### src/rtl/fetch_prefetch_pkg.sv
// Shared constants for the LC-3 prefetching fetch unit: opcodes, FSM encoding
// and the PCoffset field widths used for target sign extension.
package fetch_pkg;

  localparam logic [3:0] OP_BR  = 4'b0000;
  localparam logic [3:0] OP_JSR = 4'b0100;
  localparam logic [3:0] OP_JMP = 4'b1100;

  localparam int BR_OFF_W  = 9;
  localparam int JSR_OFF_W = 11;

  typedef enum logic {
    IDLE = 1'b0,
    RUN  = 1'b1
  } fetch_state_e;

endpackage

### src/rtl/fetch_prefetch_if.sv
// Memory-port and decode-handshake bundle of the fetch unit.
// master = fetch unit, slave = memory/decode side.
interface fetch_prefetch_if #(
  parameter int ADDR_W = 16,
  parameter int DATA_W = 16
);
  logic [ADDR_W-1:0] addr_out;
  logic              rd_en_out;
  logic              wea_out;
  logic [DATA_W-1:0] mem_rdata;
  logic              mem_rvalid;
  logic [DATA_W-1:0] instr_out;
  logic [ADDR_W-1:0] instr_pc;
  logic              instr_valid;
  logic              instr_ready;

  modport master (
    output addr_out, rd_en_out, wea_out, instr_out, instr_pc, instr_valid,
    input  mem_rdata, mem_rvalid, instr_ready
  );

  modport slave (
    input  addr_out, rd_en_out, wea_out, instr_out, instr_pc, instr_valid,
    output mem_rdata, mem_rvalid, instr_ready
  );
endinterface

### src/rtl/fetch_prefetch_queue.sv
// Prefetch FIFO holding {instruction, tag PC}; flush wins over push,
// and push into a full queue is accepted only when a pop frees the slot.
module fetch_queue #(
  parameter int DEPTH = 4,
  parameter int W     = 32
) (
  input  logic                   clk,
  input  logic                   rst_n,
  input  logic                   i_push,
  input  logic                   i_pop,
  input  logic                   i_flush,
  input  logic [W-1:0]           i_data,
  output logic [W-1:0]           o_data,
  output logic [$clog2(DEPTH):0] o_count,
  output logic                   o_full,
  output logic                   o_empty
);
  localparam int AW = $clog2(DEPTH);

  logic [W-1:0]  r_mem [DEPTH];
  logic [AW-1:0] r_wr_ptr;
  logic [AW-1:0] r_rd_ptr;
  logic [AW:0]   r_count;
  logic          w_do_push;
  logic          w_do_pop;

  assign o_empty   = (r_count == '0);
  assign o_full    = (r_count == (AW+1)'(DEPTH));
  assign o_count   = r_count;
  assign o_data    = r_mem[r_rd_ptr];
  assign w_do_pop  = i_pop && !o_empty;
  assign w_do_push = i_push && (!o_full || w_do_pop);

  always_ff @(posedge clk or negedge rst_n) begin
    if (!rst_n) begin
      r_wr_ptr <= '0;
      r_rd_ptr <= '0;
      r_count  <= '0;
    end else if (i_flush) begin
      r_wr_ptr <= '0;
      r_rd_ptr <= '0;
      r_count  <= '0;
    end else begin
      if (w_do_push) r_wr_ptr <= r_wr_ptr + AW'(1);
      if (w_do_pop)  r_rd_ptr <= r_rd_ptr + AW'(1);
      case ({w_do_push, w_do_pop})
        2'b10:   r_count <= r_count + (AW+1)'(1);
        2'b01:   r_count <= r_count - (AW+1)'(1);
        default: r_count <= r_count;
      endcase
    end
  end

  always_ff @(posedge clk) begin
    if (w_do_push && !i_flush) r_mem[r_wr_ptr] <= i_data;
  end
endmodule

### src/rtl/fetch_prefetch.sv
// LC-3 prefetching fetch unit: sequential reads into a DEPTH-entry queue,
// redirect on taken control flow. FETCH_PERF_EN adds redirect/drop counters.
module fetch_prefetch
  import fetch_pkg::*;
#(
  parameter int                ADDR_W   = 16,
  parameter int                DATA_W   = 16,
  parameter int                DEPTH    = 4,
  parameter logic [ADDR_W-1:0] RESET_PC = '0
) (
  input  logic              clk,
  input  logic              rst_n,
  input  logic              fetch_start,
  input  logic              resolve_valid,
  input  logic [3:0]        opCode_in,
  input  logic [10:0]       offset_in,
  input  logic              jsrr_in,
  input  logic [ADDR_W-1:0] reg_in,
  input  logic [ADDR_W-1:0] pc_in,
  input  logic [2:0]        br_nzp,
  input  logic [2:0]        result_nzp,
  output logic [ADDR_W-1:0] pc,
`ifdef FETCH_PERF_EN
  output logic [15:0]       redirect_cnt,
  output logic [15:0]       drop_cnt,
`endif
  fetch_prefetch_if.master  bus
);
  localparam int              CW         = $clog2(DEPTH) + 1;
  localparam logic [CW:0]     CREDIT_MAX = (CW+1)'(DEPTH);
  localparam logic [CW-1:0]   CNT_ONE    = CW'(1);

  fetch_state_e             r_state;
  logic [ADDR_W-1:0]        r_pc;
  logic [ADDR_W-1:0]        r_addr;
  logic [ADDR_W-1:0]        r_tag_pc;
  logic                     r_rd_en;
  logic [CW-1:0]            r_outstanding;
  logic [CW-1:0]            r_discard;

  logic                     w_redirect;
  logic [ADDR_W-1:0]        w_target;
  logic [ADDR_W-1:0]        w_br_target;
  logic [ADDR_W-1:0]        w_jsr_target;
  logic [CW:0]              w_credits;
  logic                     w_issue;
  logic                     w_resp;
  logic                     w_drop;
  logic                     w_push;
  logic                     w_pop;
  logic [CW-1:0]            w_q_count;
  logic                     w_q_full;
  logic                     w_q_empty;
  logic [DATA_W+ADDR_W-1:0] w_q_head;

  assign w_br_target  = pc_in + {{(ADDR_W-BR_OFF_W){offset_in[BR_OFF_W-1]}}, offset_in[BR_OFF_W-1:0]};
  assign w_jsr_target = pc_in + {{(ADDR_W-JSR_OFF_W){offset_in[JSR_OFF_W-1]}}, offset_in};

  always_comb begin
    w_redirect = 1'b0;
    w_target   = reg_in;
    if (resolve_valid) begin
      case (opCode_in)
        OP_BR: begin
          w_redirect = |(br_nzp & result_nzp);
          w_target   = w_br_target;
        end
        OP_JMP: w_redirect = 1'b1;
        OP_JSR: begin
          w_redirect = 1'b1;
          w_target   = jsrr_in ? reg_in : w_jsr_target;
        end
        default: w_redirect = 1'b0;
      endcase
    end
  end

  // Discarded in-flight reads still hold queue slots until they come back.
  assign w_credits = {1'b0, r_outstanding} + {1'b0, r_discard} + {1'b0, w_q_count};
  assign w_issue   = (r_state == RUN) && fetch_start && !w_redirect && !w_q_full
                     && (w_credits < CREDIT_MAX);
  assign w_resp    = bus.mem_rvalid && ((r_outstanding != '0) || (r_discard != '0));
  assign w_drop    = w_resp && ((r_discard != '0) || w_redirect);
  assign w_push    = w_resp && !w_drop;
  assign w_pop     = bus.instr_valid && bus.instr_ready;

  always_ff @(posedge clk or negedge rst_n) begin
    if (!rst_n) begin
      r_state       <= IDLE;
      r_pc          <= RESET_PC;
      r_addr        <= '0;
      r_rd_en       <= 1'b0;
      r_tag_pc      <= RESET_PC;
      r_outstanding <= '0;
      r_discard     <= '0;
    end else begin
      case (r_state)
        IDLE:    if (fetch_start)  r_state <= RUN;
        RUN:     if (!fetch_start) r_state <= IDLE;
        default: r_state <= IDLE;
      endcase
      r_rd_en <= w_issue;
      if (w_issue) r_addr <= r_pc;
      if (w_redirect) begin
        r_pc          <= w_target;
        r_tag_pc      <= w_target;
        r_outstanding <= '0;
        r_discard     <= r_discard + r_outstanding - (w_resp ? CNT_ONE : '0);
      end else begin
        if (w_issue) r_pc     <= r_pc + ADDR_W'(1);
        if (w_push)  r_tag_pc <= r_tag_pc + ADDR_W'(1);
        r_outstanding <= r_outstanding + (w_issue ? CNT_ONE : '0) - (w_push ? CNT_ONE : '0);
        r_discard     <= r_discard - (w_drop ? CNT_ONE : '0);
      end
    end
  end

  fetch_queue #(
    .DEPTH (DEPTH),
    .W     (DATA_W + ADDR_W)
  ) u_queue (
    .clk     (clk),
    .rst_n   (rst_n),
    .i_push  (w_push),
    .i_pop   (w_pop),
    .i_flush (w_redirect),
    .i_data  ({bus.mem_rdata, r_tag_pc}),
    .o_data  (w_q_head),
    .o_count (w_q_count),
    .o_full  (w_q_full),
    .o_empty (w_q_empty)
  );

  assign pc              = r_pc;
  assign bus.addr_out    = r_addr;
  assign bus.rd_en_out   = r_rd_en;
  assign bus.wea_out     = 1'b0;
  assign bus.instr_valid = !w_q_empty;
  assign bus.instr_out   = w_q_empty ? '0 : w_q_head[DATA_W+ADDR_W-1:ADDR_W];
  assign bus.instr_pc    = w_q_empty ? '0 : w_q_head[ADDR_W-1:0];

`ifdef FETCH_PERF_EN
  logic [15:0] r_redirect_cnt;
  logic [15:0] r_drop_cnt;

  always_ff @(posedge clk or negedge rst_n) begin
    if (!rst_n) begin
      r_redirect_cnt <= '0;
      r_drop_cnt     <= '0;
    end else begin
      if (w_redirect && (r_redirect_cnt != 16'hFFFF)) r_redirect_cnt <= r_redirect_cnt + 16'd1;
      if (w_drop && (r_drop_cnt != 16'hFFFF))         r_drop_cnt     <= r_drop_cnt + 16'd1;
    end
  end

  assign redirect_cnt = r_redirect_cnt;
  assign drop_cnt     = r_drop_cnt;
`endif
endmodule

### src/flat_wrapper.sv
// flat-port wrapper written by rule: the top's interface ports become plain ports
module fetch_prefetch_flat import fetch_pkg::*;
#(
  parameter int                ADDR_W   = 16,
  parameter int                DATA_W   = 16,
  parameter int                DEPTH    = 4,
  parameter logic [ADDR_W-1:0] RESET_PC = '0
)
  (clk, rst_n, fetch_start, resolve_valid, opCode_in, offset_in, jsrr_in, reg_in, pc_in, br_nzp, result_nzp, pc, bus_addr_out, bus_rd_en_out, bus_wea_out, bus_instr_out, bus_instr_pc, bus_instr_valid, bus_mem_rdata, bus_mem_rvalid, bus_instr_ready);
  fetch_prefetch_if #(.ADDR_W(ADDR_W), .DATA_W(DATA_W)) bus_i ();
  input  logic clk;
  input  logic rst_n;
  input  logic fetch_start;
  input  logic resolve_valid;
  input  logic [3:0] opCode_in;
  input  logic [10:0] offset_in;
  input  logic jsrr_in;
  input  logic [ADDR_W-1:0] reg_in;
  input  logic [ADDR_W-1:0] pc_in;
  input  logic [2:0] br_nzp;
  input  logic [2:0] result_nzp;
  output logic [ADDR_W-1:0] pc;
  output wire logic [$bits(bus_i.addr_out)-1:0] bus_addr_out;
  output wire logic [$bits(bus_i.rd_en_out)-1:0] bus_rd_en_out;
  output wire logic [$bits(bus_i.wea_out)-1:0] bus_wea_out;
  output wire logic [$bits(bus_i.instr_out)-1:0] bus_instr_out;
  output wire logic [$bits(bus_i.instr_pc)-1:0] bus_instr_pc;
  output wire logic [$bits(bus_i.instr_valid)-1:0] bus_instr_valid;
  input wire logic [$bits(bus_i.mem_rdata)-1:0] bus_mem_rdata;
  input wire logic [$bits(bus_i.mem_rvalid)-1:0] bus_mem_rvalid;
  input wire logic [$bits(bus_i.instr_ready)-1:0] bus_instr_ready;
  assign bus_addr_out = bus_i.addr_out;
  assign bus_rd_en_out = bus_i.rd_en_out;
  assign bus_wea_out = bus_i.wea_out;
  assign bus_instr_out = bus_i.instr_out;
  assign bus_instr_pc = bus_i.instr_pc;
  assign bus_instr_valid = bus_i.instr_valid;
  assign bus_i.mem_rdata = bus_mem_rdata;
  assign bus_i.mem_rvalid = bus_mem_rvalid;
  assign bus_i.instr_ready = bus_instr_ready;
  fetch_prefetch #(.ADDR_W(ADDR_W), .DATA_W(DATA_W), .DEPTH(DEPTH), .RESET_PC(RESET_PC)) u_core (.clk(clk), .rst_n(rst_n), .fetch_start(fetch_start), .resolve_valid(resolve_valid), .opCode_in(opCode_in), .offset_in(offset_in), .jsrr_in(jsrr_in), .reg_in(reg_in), .pc_in(pc_in), .br_nzp(br_nzp), .result_nzp(result_nzp), .pc(pc), .bus(bus_i));
endmodule
### config.mk
export PLATFORM = sky130hd
export DESIGN_NAME = fetch_prefetch_flat
export DESIGN_NICKNAME = d
export VERILOG_FILES = /design/src/rtl/fetch_prefetch_pkg.sv /design/src/rtl/fetch_prefetch_if.sv /design/src/rtl/fetch_prefetch_queue.sv /design/src/rtl/fetch_prefetch.sv /design/src/flat_wrapper.sv
export SDC_FILE = /design/constraint.sdc
export NUM_CORES = 1
export LEC_CHECK = 0
export ABC_AREA = 1
export CAP_MARGIN = 20
export CELL_PAD_IN_SITES_DETAIL_PLACEMENT = 1
export CELL_PAD_IN_SITES_GLOBAL_PLACEMENT = 1
export CORE_ASPECT_RATIO = 1.25
export CORE_MARGIN = 2
export CORE_UTILIZATION = 42
export DETAILED_ROUTE_END_ITERATION = 8
export GPL_TIMING_DRIVEN = 0
export PLACE_DENSITY_LB_ADDON = 0.1
export SKIP_LAST_GASP = 1
export SLEW_MARGIN = 40
export SYNTH_ARGS = -nofsm -noshare
export SYNTH_HDL_FRONTEND = slang
export SYNTH_SLANG_ARGS = --single-unit
### constraint.sdc
create_clock -name clk -period 4.1 [get_ports clk]
set_input_delay 0.82 -clock clk [delete_from_list [all_inputs] [get_ports clk]]
set_output_delay 0.82 -clock clk [all_outputs]
set_load 0.02 [all_outputs]
==> run summary <==
Final Non-Filler Cells - 1,581
DRT Wirelength - 30,500 um
Area added between synthesis and finish - 25.7%
H-Tree Depth - 4
Post-CTS Resized - 0
Post-synthesis sequential area ratio - 53.8%
Worst reg2reg path depth - 11
Starting Density - 42.6%
DRC viols - 0
Slew HR - 55.7%
Synth area leaders - edfxtp_1, dfrtp_1, nand2_1, nor2_1, o21ai_0
Fraction of layout cells with a size suffix above 1 - 6.59%
Clock latency on the worst-skew pair - 0.44 ns
Setup slack at placement - 0.447 ns
Leak - 5.14 nW
Slew @ Worst Pin - 0.665 ns
First-pass DRT Iterations - 5
Worst R2R End - u_core.r_outstanding[2]
Cell area after synthesis - 10,100 um2
Setup_tns - 0 ns
Max-Cap Viols - 0
Largest net degree at the start of global routing - 55
Initial antenna violation count - 0
Synth Flop Type - edfxtp_1
Warnings, synthesis - 0
Synth top area share - 38.2%
I/O Pins - 143
Ant. Diodes - 0
Cell taking the most area after synthesis - edfxtp_1
Worst-path fanout max - 10
CTS tree - done
Netlist cell types - 47
Num Clock Sinks - 191
PD cells - 691 nW/um2
Post-CTS setup buffer count - 0
Hold Violations, Final - 0
Number of global-route vias before repair - 9,148
Die H - 177 um
Maximum VDD drop - 0.346 mV
Area occupied by multi-input gates - 4140 um2
Min-Delay Path Class - in2async
Global-route usage over all layers - 25.2%
Routed len/inst - 19.3 um
Setup Crit Path Kind - reg2out
Layout Nets - 1,394
Mapped Cells - 1,107
Met1 Use GR - 28.5%
Fin Hold WS - 0.199 ns
CTS buffer count - 17
FF-to-FF Start - u_core.u_queue.o_count[1]
DPL Wire Length - 22,800 um
Site Rows - 63
Global-route wire length before repair - 48,500 um
Clock Pin Slew Worst Setup and Hold Paths - 0.07 ns
Worst Path Arrival - 3.03 ns
Final period utilization - 93.8%
Reg area - 5420 um2
R2R Setup Slk - 0.70 ns
Total number of vias - 8,533
Shortest period the worst path allows - 3.85 ns
Total power draw - 0.00874 W
Run status - finished clean
RePlAce Congestion - 0.917
Post-synth ARST share - 33.0%
Filler cells - 2,724
Core area - 23,600 um2
Clock root buffer master - clkbuf_16
Max-slew violation count - 0
Cts hold-fix bufs - 0
Most Used Layer, Global Route - met2
Setup Viol. Count Final - 0
Clk_skew - 0.0199 ns
Detail Route Antenna Nets - 0
Placed cell count - 1,549
Met2 Track Usage GR - 46.7%
CP Data Required Time - 3.28 ns
Die X - 142 um
CP endpoint kind - primary output
Post-synth EDFFs - 128
Total grt overflow - 0
Final WS setup - 0.253 ns
Syn nets - 1,225
Synth Register Bits - 191
Total Die Area - 25,200 um2
Via density - 5.40
Initial DRC Count - 452
GRT met3 Usage - 4.19%
Most common cell after layout, fill and taps aside - nand2_1
FMAX - 260 MHz
Mapped Avg Cell Area - 9.09 um2
IO Port Bufs - 141
RSZ-0062 raised after global routing - false
Commonest non-fill, non-tap cells in the layout - nand2_1, nor2_1, clkdlybuf4s50_1
Clock Path Buffers - 2
Critical path launch point type - register
[critical path, stage by stage, from the launching register on]
cell and delay [ns]:
dfrtp_1 0.38, clkbuf_1 0.40, clkbuf_1 0.57, nor2_1 0.11
nor2_1 0.13, o21ai_0 0.13, a21oi_1 0.22, clkdlybuf4s50_1 0.64
[report_power, final]
part / internal, W / switching, W / total [W]
registers: 0.00249 / 0.000417 / 0.00291
logic: 0.00167 / 0.00250 / 0.00417
clock network: 0.000954 / 0.000714 / 0.00167
[metrics by stage]
stage	instance area (um2)	utilization, %
floorplan	10100	-
global route	12600	53.5
finish	12600	53.5
global placement	11800	50.1
CTS	12600	53.5
detailed placement	12100	51.0
[worst max-delay path by stage]
stage                               start  cells after the start  slack, ns                    endpoint
6_report       u_core.u_queue.r_rd_ptr[0]                      7       0.25           bus_instr_out[12]
5_1_grt        u_core.u_queue.r_rd_ptr[0]                      7       0.06           bus_instr_out[12]
4_1_cts        u_core.u_queue.r_rd_ptr[0]                      7       0.20           bus_instr_out[12]
3_5_place_dp                 offset_in[0]                     17       0.45         u_core.r_tag_pc[10]
3_3_place_gp                 opCode_in[0]                      9      -1.18  u_core.u_queue.r_mem[1][9]
2_1_floorplan                   br_nzp[1]                      7       0.62  u_core.u_queue.r_mem[0][0]
[layout make-up]
type                    instances  area share [%]
repair buffers                150            12.7
inverters                      99            2.96
flip-flops and latches        191            42.8
clock buffers                  20            3.45
well taps                     292            2.89
plain buffers                  38            1.29
multi-input cells             779            32.7
clock inverters                12            1.12
[per-layer routing]
metal / vias to the layer above / wire, um
met2: 191 / 16400
met4: 0 / 1010
met1: 4216 / 12000
met5: - / 0
met3: 57 / 1110
li1: 4069 / -
[registers in the layout (all words and copies together) (netlist names)]
| register | count |
|---|---|
| u_core.r_discard | 3 |
| u_core.r_state | 1 |
| u_core.u_queue.r_wr_ptr | 2 |
| u_core.u_queue.r_mem | 128 |
| u_core.bus.rd_en_out | 1 |
| u_core.r_tag_pc | 16 |
| u_core.r_outstanding | 3 |
| u_core.pc | 16 |
| u_core.u_queue.r_rd_ptr | 2 |
| u_core.bus.addr_out | 16 |
| u_core.u_queue.o_count | 3 |
[cell usage after synthesis, drive strengths merged, types with 2 or more instances]
cell type and number:
nor2 198, nand2 192, edfxtp 128, ha 35, nand3b 5, nor3 10, o21bai 5, nand3 52
a21boi 2, a31oi 9, xnor2 11, clkbuf 26, o211ai 3, dfrtp 63, fa 7, a22oi 8
inv 99, buf 12, a21oi 78, a21o 3, o21ai 117, o31ai 3, or2 8, nand4 11
o21a 2, xor2 14
[kinds of logic (layout without fill, tap and decap cells)]
logic type	Yosys count	after routing	synth area share, %
mux	1	1	0.0994
flops	191	191	53.8
compound gates	232	232	12.6
buf+inv	137	319	5.33
xor+xnor	25	25	2.18
fa+ha+maj	42	42	5.74
other cells	1	1	0.0373
simple gates	478	478	20.2
Power figures use the tool's default switching activity.
